==> config.mk <==
export PLATFORM = sky130hd
export DESIGN_NAME = sram_arbiter
export DESIGN_NICKNAME = d
export VERILOG_FILES = /design/src/rtl/sram_arbiter.sv
export SDC_FILE = /design/constraint.sdc
export NUM_CORES = 1
export LEC_CHECK = 0
export ABC_AREA = 1
export CAP_MARGIN = 15
export CORE_AREA = 2 2 114 116
export CTS_BUF_LIST = sky130_fd_sc_hd__clkbuf_4 sky130_fd_sc_hd__clkbuf_8
export DETAILED_ROUTE_END_ITERATION = 16
export DIE_AREA = 0 0 116 118
export SETUP_SLACK_MARGIN = 0.4
export SYNTH_ARGS = -nofsm -noshare
export SYNTH_HDL_FRONTEND = slang
export SYNTH_SLANG_ARGS = --single-unit
==> constraint.sdc <==
create_clock -name clk -period 3.1 [get_ports clk]
set_clock_uncertainty 0.05 [all_clocks]
set_input_delay 0.62 -clock clk [delete_from_list [all_inputs] [get_ports clk]]
set_output_delay 0.62 -clock clk [all_outputs]
set_load 0.1 [all_outputs]
==> src/rtl/sram_arbiter.sv <==
// sram_arbiter: shares one SRAM-like slave port between NUM_MASTERS masters.
// A combinational grant (round-robin or fixed priority) selects the master
// driving the slave request; an address that stalls holds the grant (lock)
// until accepted. Accepted master IDs go into an in-order FIFO so that each
// slave data return is routed back to the master that issued it.
module sram_arbiter #(
   parameter  int NUM_MASTERS     = 2,
   parameter  int MAX_OUTSTANDING = 4,
   parameter  int RR_MODE         = 1,
   localparam int IDW             = (NUM_MASTERS > 1) ? $clog2(NUM_MASTERS) : 1,
   localparam int PW              = $clog2(MAX_OUTSTANDING),
   localparam int CW              = PW + 1
) (
   input  logic                       clk,
   input  logic                       reset,
   input  logic [NUM_MASTERS-1:0]     m_req,
   input  logic [NUM_MASTERS-1:0]     m_wr,
   input  logic [2*NUM_MASTERS-1:0]   m_size,
   input  logic [32*NUM_MASTERS-1:0]  m_addr,
   input  logic [4*NUM_MASTERS-1:0]   m_wstrb,
   input  logic [32*NUM_MASTERS-1:0]  m_wdata,
   output logic [NUM_MASTERS-1:0]     m_addrok,
   output logic [NUM_MASTERS-1:0]     m_dataok,
   output logic [31:0]                m_rdata,
   output logic                       s_req,
   output logic                       s_wr,
   output logic [1:0]                 s_size,
   output logic [31:0]                s_addr,
   output logic [3:0]                 s_wstrb,
   output logic [31:0]                s_wdata,
   input  logic                       s_addrok,
   input  logic                       s_dataok,
   input  logic [31:0]                s_rdata,
   output logic [CW-1:0]              outstanding,
   output logic                       err_dataok
);

   logic [IDW-1:0] rr_ptr;
   logic [IDW-1:0] lock_id;
   logic           locked;
   logic [IDW-1:0] gnt_id;
   logic           gnt_vld;

   logic [IDW-1:0] id_mem [MAX_OUTSTANDING];
   logic [PW-1:0]  wr_ptr;
   logic [PW-1:0]  rd_ptr;
   logic [CW-1:0]  count;
   logic           fifo_full;
   logic           fifo_empty;
   logic           accept;
   logic           pop;
   logic [IDW-1:0] head_id;
   logic           err_q;

   // Next round-robin start point: one past the winner, wrapping at N-1.
   function automatic logic [IDW-1:0] wrap_inc(input logic [IDW-1:0] v);
      logic [IDW:0] s;
      s = {1'b0, v} + (IDW+1)'(1);
      if (s >= (IDW+1)'(NUM_MASTERS)) s = '0;
      return s[IDW-1:0];
   endfunction

   assign fifo_full   = (count == CW'(MAX_OUTSTANDING));
   assign fifo_empty  = (count == '0);
   assign accept      = s_req & s_addrok;
   assign pop         = s_dataok & ~fifo_empty;
   assign head_id     = id_mem[rd_ptr];
   assign m_rdata     = s_rdata;
   assign outstanding = count;
   assign err_dataok  = err_q;

   // Grant selection: a held lock wins, otherwise round-robin from rr_ptr or lowest index.
   always_comb begin
      logic [IDW:0]   sum;
      logic [IDW-1:0] cand;
      gnt_vld = 1'b0;
      gnt_id  = '0;
      sum     = '0;
      cand    = '0;
      if (locked) begin
         // A dropped request under lock leaves no grant, so nothing is issued.
         gnt_id  = lock_id;
         gnt_vld = m_req[lock_id];
      end else if (RR_MODE != 0) begin
         for (int i = 0; i < NUM_MASTERS; i++) begin
            sum = {1'b0, rr_ptr} + (IDW+1)'(i);
            if (sum >= (IDW+1)'(NUM_MASTERS)) sum = sum - (IDW+1)'(NUM_MASTERS);
            cand = sum[IDW-1:0];
            if (!gnt_vld && m_req[cand]) begin
               gnt_vld = 1'b1;
               gnt_id  = cand;
            end
         end
      end else begin
         for (int i = 0; i < NUM_MASTERS; i++) begin
            cand = IDW'(i);
            if (!gnt_vld && m_req[cand]) begin
               gnt_vld = 1'b1;
               gnt_id  = cand;
            end
         end
      end
   end

   // Slave request fields are muxed from the granted master; zero without a grant.
   always_comb begin
      s_req   = gnt_vld & ~fifo_full;
      s_wr    = 1'b0;
      s_size  = '0;
      s_addr  = '0;
      s_wstrb = '0;
      s_wdata = '0;
      if (gnt_vld) begin
         s_wr    = m_wr[gnt_id];
         s_size  = m_size[2*gnt_id +: 2];
         s_addr  = m_addr[32*gnt_id +: 32];
         s_wstrb = m_wstrb[4*gnt_id +: 4];
         s_wdata = m_wdata[32*gnt_id +: 32];
      end
   end

   // Per-master handshakes: address accept to the granted master, data return to the FIFO head.
   always_comb begin
      m_addrok = '0;
      m_dataok = '0;
      if (accept) m_addrok[gnt_id] = 1'b1;
      if (pop)    m_dataok[head_id] = 1'b1;
   end

   // Control state: lock, round-robin pointer, FIFO pointers/occupancy, sticky error.
   always_ff @(posedge clk or posedge reset) begin
      if (reset) begin
         rr_ptr  <= '0;
         lock_id <= '0;
         locked  <= 1'b0;
         wr_ptr  <= '0;
         rd_ptr  <= '0;
         count   <= '0;
         err_q   <= 1'b0;
      end else begin
         if (locked && !m_req[lock_id]) begin
            locked <= 1'b0;
         end else if (accept) begin
            locked <= 1'b0;
         end else if (s_req && !s_addrok) begin
            locked  <= 1'b1;
            lock_id <= gnt_id;
         end

         if (accept) begin
            wr_ptr <= wr_ptr + PW'(1);
            if (RR_MODE != 0) rr_ptr <= wrap_inc(gnt_id);
         end

         if (pop) rd_ptr <= rd_ptr + PW'(1);

         case ({accept, pop})
            2'b10:   count <= count + CW'(1);
            2'b01:   count <= count - CW'(1);
            default: count <= count;
         endcase

         if (s_dataok && fifo_empty) err_q <= 1'b1;
      end
   end

   // ID storage: only the pointers need reset, the entries are written before use.
   always_ff @(posedge clk) begin
      if (accept) id_mem[wr_ptr] <= gnt_id;
   end

endmodule
Word-level counts from Yosys, hierarchy flattened
Memory sizes are Yosys's and may differ from the RTL's.
Cells that the tools add are included.
{ "totals": {"regBits": 11, "mem_bits_rw": 4, "in_bits": 180, "output_inout_bits": 112, "wordCells": 90, "n_memories": 1} }
{ "op_classes": {"add_sub_neg": 8, "n_lt_le_gt_ge": 10, "n_eq_ne": 3, "shifts": 4, "muxes": 37, "n_bitwise": 7, "reduce_logical": 13} }
{ "mem_list": {"columns": ["name", "words", "width", "rd", "rd_ports_with_merged_regs", "wr", "line", "source"], "rows": [
  ["id_mem", 4, 1, 1, 0, 1, "44", "logic [IDW-1:0] id_mem [MAX_OUTSTANDING];"]
]} }
{ "ops": {"columns": ["cell", "count"], "rows": [
  ["$shiftx 64x7->32", 2],
  ["$mux 32", 2],
  ["$mux 1", 28],
  ["$lt 1x2->1 const B", 5],
  ["$shiftx 8x4->4", 1],
  ["$logic_and 1x1->1", 6],
  ["$mux 2", 3],
  ["$pmux 3 s2", 1],
  ["$add 1x1->2 const B", 2],
  ["$add 2x1->2 const B", 2],
  ["$ge 2x2->1 const B", 2],
  ["$mux 4", 1],
  ["$not 1->1", 4],
  ["$shiftx 4x3->2", 1],
  ["$add 3x1->3 const B", 1],
  ["$and 1x1->1", 3],
  ["$eq 3x3->1 const B", 1],
  ["$logic_not 1->1", 3],
  ["$logic_not 3->1", 1],
  ["$reduce_and 3->1", 1],
  ["$reduce_bool 3->1", 1],
  ["$sub 3x1->3 const B", 1],
  ["$demux 1 s1", 2],
  ["$eq 2x1->1 const B", 1],
  ["5 further kinds", 7]
]} }

Logic depth before layout (Yosys ltp)
{ "logic_depth": {"depth_word": 16, "ltp_mapped": 10, "mapped_depth_nobuf": 10} }

Worst setup path after synthesis
No wires, ideal clock.
{ "synth_timing": {"path_type": "flip-flop to output port", "startpoint": "register count[0] (netlist: outstanding[0])", "endpoint": "output m_dataok[1]", "t_arrival_ns": 2.851, "required_time_ns": 2.430, "setup_slack_ns": -0.421, "stages_incl_launch_ff": 5, "path_buffers": 0, "path_cell_list": "dfrtp_1 inv_1 nand3_1 nand2_1 a21oi_1"} }
{ "synth_via": {"elab_chain_len": 4} }
{ "synth_lines": {"columns": ["element", "line", "source"], "rows": [
  ["start, declared", "47", "logic [CW-1:0] count;"],
  ["start signal, assigned", "158", "2'b10: count <= count + CW'(1);"],
  ["start signal, assigned", "159", "2'b01: count <= count - CW'(1);"],
  ["start signal, assigned", "160", "default: count <= count;"],
  ["$logic_not 3->1", "64", "assign fifo_empty = (count == '0);"],
  ["$not 1->1", "66", "assign pop = s_dataok & ~fifo_empty;"],
  ["$and 1x1->1", "66", null],
  ["$mux 2", "127", "if (pop) m_dataok[head_id] = 1'b1;"],
  ["end, declared", "23", "output logic [NUM_MASTERS-1:0] m_dataok,"]
]} }
No other way between the ends.

Final worst setup path
{ "layout_timing": {"startpoint": "input s_addrok", "endpoint": "output m_addrok[1]"} }
{ "layout_via": {"elab_chain_len": 2} }
{ "layout_lines": {"columns": ["element", "line", "source"], "rows": [
  ["start, declared", "31", "input logic s_addrok,"],
  ["$and 1x1->1", "65", "assign accept = s_req & s_addrok;"],
  ["$mux 2", "126", "if (accept) m_addrok[gnt_id] = 1'b1;"],
  ["end, declared", "22", "output logic [NUM_MASTERS-1:0] m_addrok,"]
]} }
No other way between the ends.

==> impl_metrics.ini <==
[timing]
hold_slack_ns = 0.4379
hold_viol = 0
slew_headroom = 0.7178
setup_viol = 0
max_freq_mhz = 390.5
period_share = 0.8260
tns_ns = 0
slew_violations = 0
worst_pin_slew_ns = 0.4228
grt_setup_unrepaired = no
period_minus_slack_ns = 2.561

[synthesis]
syn_area_sq_um = 2663
synthCells = 368
synth_seq_cells = 15
yosys.cell_types.count = 26
synth-seq-area-share = 0.1485
yosysWarnings = 0
syn_nets = 554
syn_avg_cell_area_sq_um = 7.235

[cells_and_area]
fillCellCount = 1142
num_antenna_cells = 0
syn_to_final_growth_pct = 135.1
fin_area_sq_um = 6259
nets = 759
final_util = 0.5041
drive_gt1_frac = 0.4685

[floorplan]
start_util = 0.2145
die-width_microns = 116
core_region_area_sq_um = 12410
num_rows = 41
die_area_sq_um = 13690
die_height_microns = 118
io_pins = 292

[placement]
place.gp.congestion = 0.8582
portBuffers = 227
dpl.hpwl_mm = 8.970
placed_area_sq_um = 5966

[routing]
post_drt_via_cell_ratio = 4.274
drc_errors = 0
first_pass_iters = 4
wl_per_cell_microns = 15.61
antenna_violating_nets_post_route = 0
drt-total-wl_mm = 11.61
vias = 3180
first_iter_violations = 109

[grt]
grt_max_degree = 47
antenna_found_initial = 0
overflow = 0
grt_use_total = 0.1616
grt_pass1_vias = 3196
grt_pass1_wl_mm = 17.72

[worst_hold_path]
hp-class = reg -> reg

[status]
status = finished, final reports clean

[clocking]
holdBufCountCts = 0
clk_pin_slew_ns = 0.06
clk_path_buf_depth = 2
cts-root-buf = clkbuf_8
h-tree-depth = 1
numCtsBuffers = 3
cts_num_sinks = 15
tritoncts = yes
clock_latency_ns = 0.24

[run]
maxCapViolCount = 0

[critical_path]
cp-start-kind = input pin
critical_path_arrival_ns = 1.89
critPathMaxFanout = 8
rrSetupSlack_ns = 0.95
path_class = in -> out
worstPathRequired_ns = 2.43
crit_path_end_kind = output port
## placed cells by master (no fill, tap or decap), drive strengths merged, types with 2 or more instances in the layout
master,netlist,routed
nor2,157,157
buf,55,105
clkbuf,0,6
ha,5,5
bufbuf,0,2
nand2,23,23
nand4,2,2
o21ai,75,75
xor2,2,2
inv,22,22
edfxtp,4,4
nand3,5,5
a21oi,2,2
clkdlybuf4s50,0,145
dfrtp,11,11
## metrics by stage
stage	instances	setup slack, ns
detailed placement	722	0.1485
global route	744	0.4487
floorplan	368	0.2586
CTS	734	0.4214
finish	744	0.5394
global placement	722	0.1869
## timing repair
item / CTS / global route
gates resized for setup: 4 / 7
endpoints found under the hold margin: 0 / 0
gates cloned: 3 / 1
pin swaps: 3 / 2
buffers inserted: 5 / 9
setup endpoints to repair: 73 / 41
## worst max-delay path, cell delays in order
cell,delay (ns)
clkdlybuf4s50_1,0.51
nand4_2,0.23
buf_4,0.23
nor2_4,0.10
buf_12,0.18
## routing by layer
layer  GRT usage  vias up  wire, microns
li1            -     1531              -
met1      0.1938     1494           4377
met2      0.3008      145           6206
met3     0.02987       10            937
met4     0.02307        0             90
met5           0        -              0
## final timing paths
kind / start / to / cells past startpoint
setup / recovery: s_addrok / m_addrok[1] / 5
hold / removal: err_dataok / err_dataok / 1
setup reg to reg: outstanding[0] / outstanding[2] / 9
hold reg to reg: err_dataok / err_dataok / 1
max in group asynchronous: reset / outstanding[1] / 2
min in group asynchronous: reset / wr_ptr[1] / 2
## layout make-up
type	count	area (sq um)	share of cell area
multi-input combinational	276	2062	0.3295
tap	172	215.2	0.03439
sequential	15	397.9	0.06357
clock buffer	3	41.29	0.006597
inverter	22	82.58	0.01319
clock inverter	1	5.005	0.0007997
timing repair buffer	255	3455	0.5520
## cell families after synthesis
family,share of synthesized area
xor gates and xnor gates,0.009870
and+or+nand+nor,0.3430
DFF,0.1485
adders and majority gates,0.03102
buffers and inverters,0.2185
AOI/OAI and AO/OA,0.2491
## synth_stat cells, drive strengths merged
cell type / n / share of area
a21oi: 2 / 0.0038
edfxtp: 4 / 0.045
inv: 22 / 0.031
nor2: 157 / 0.29
buf: 55 / 0.19
ha: 5 / 0.023
xnor2: 1 / 0.0033
and2: 1 / 0.0033
nand4: 2 / 0.0070
xor2: 2 / 0.0066
dfrtp: 11 / 0.10
fa: 1 / 0.0075
nand2: 23 / 0.034
o21a: 1 / 0.0028
nand3: 5 / 0.011
o21ai: 75 / 0.24
o21bai: 1 / 0.0028
## registers in the layout, indices dropped and copies added, names as in the netlist
| signal | cells |
|---|---|
| id_mem | 4 |
| outstanding | 3 |
| rd_ptr | 2 |
| wr_ptr | 2 |
| err_dataok | 1 |
| lock_id | 1 |
| locked | 1 |
| rr_ptr | 1 |
Power is left out: the tool's default activity adds up to more than one toggle a clock period on the data nets, which glitch-free logic cannot reach.
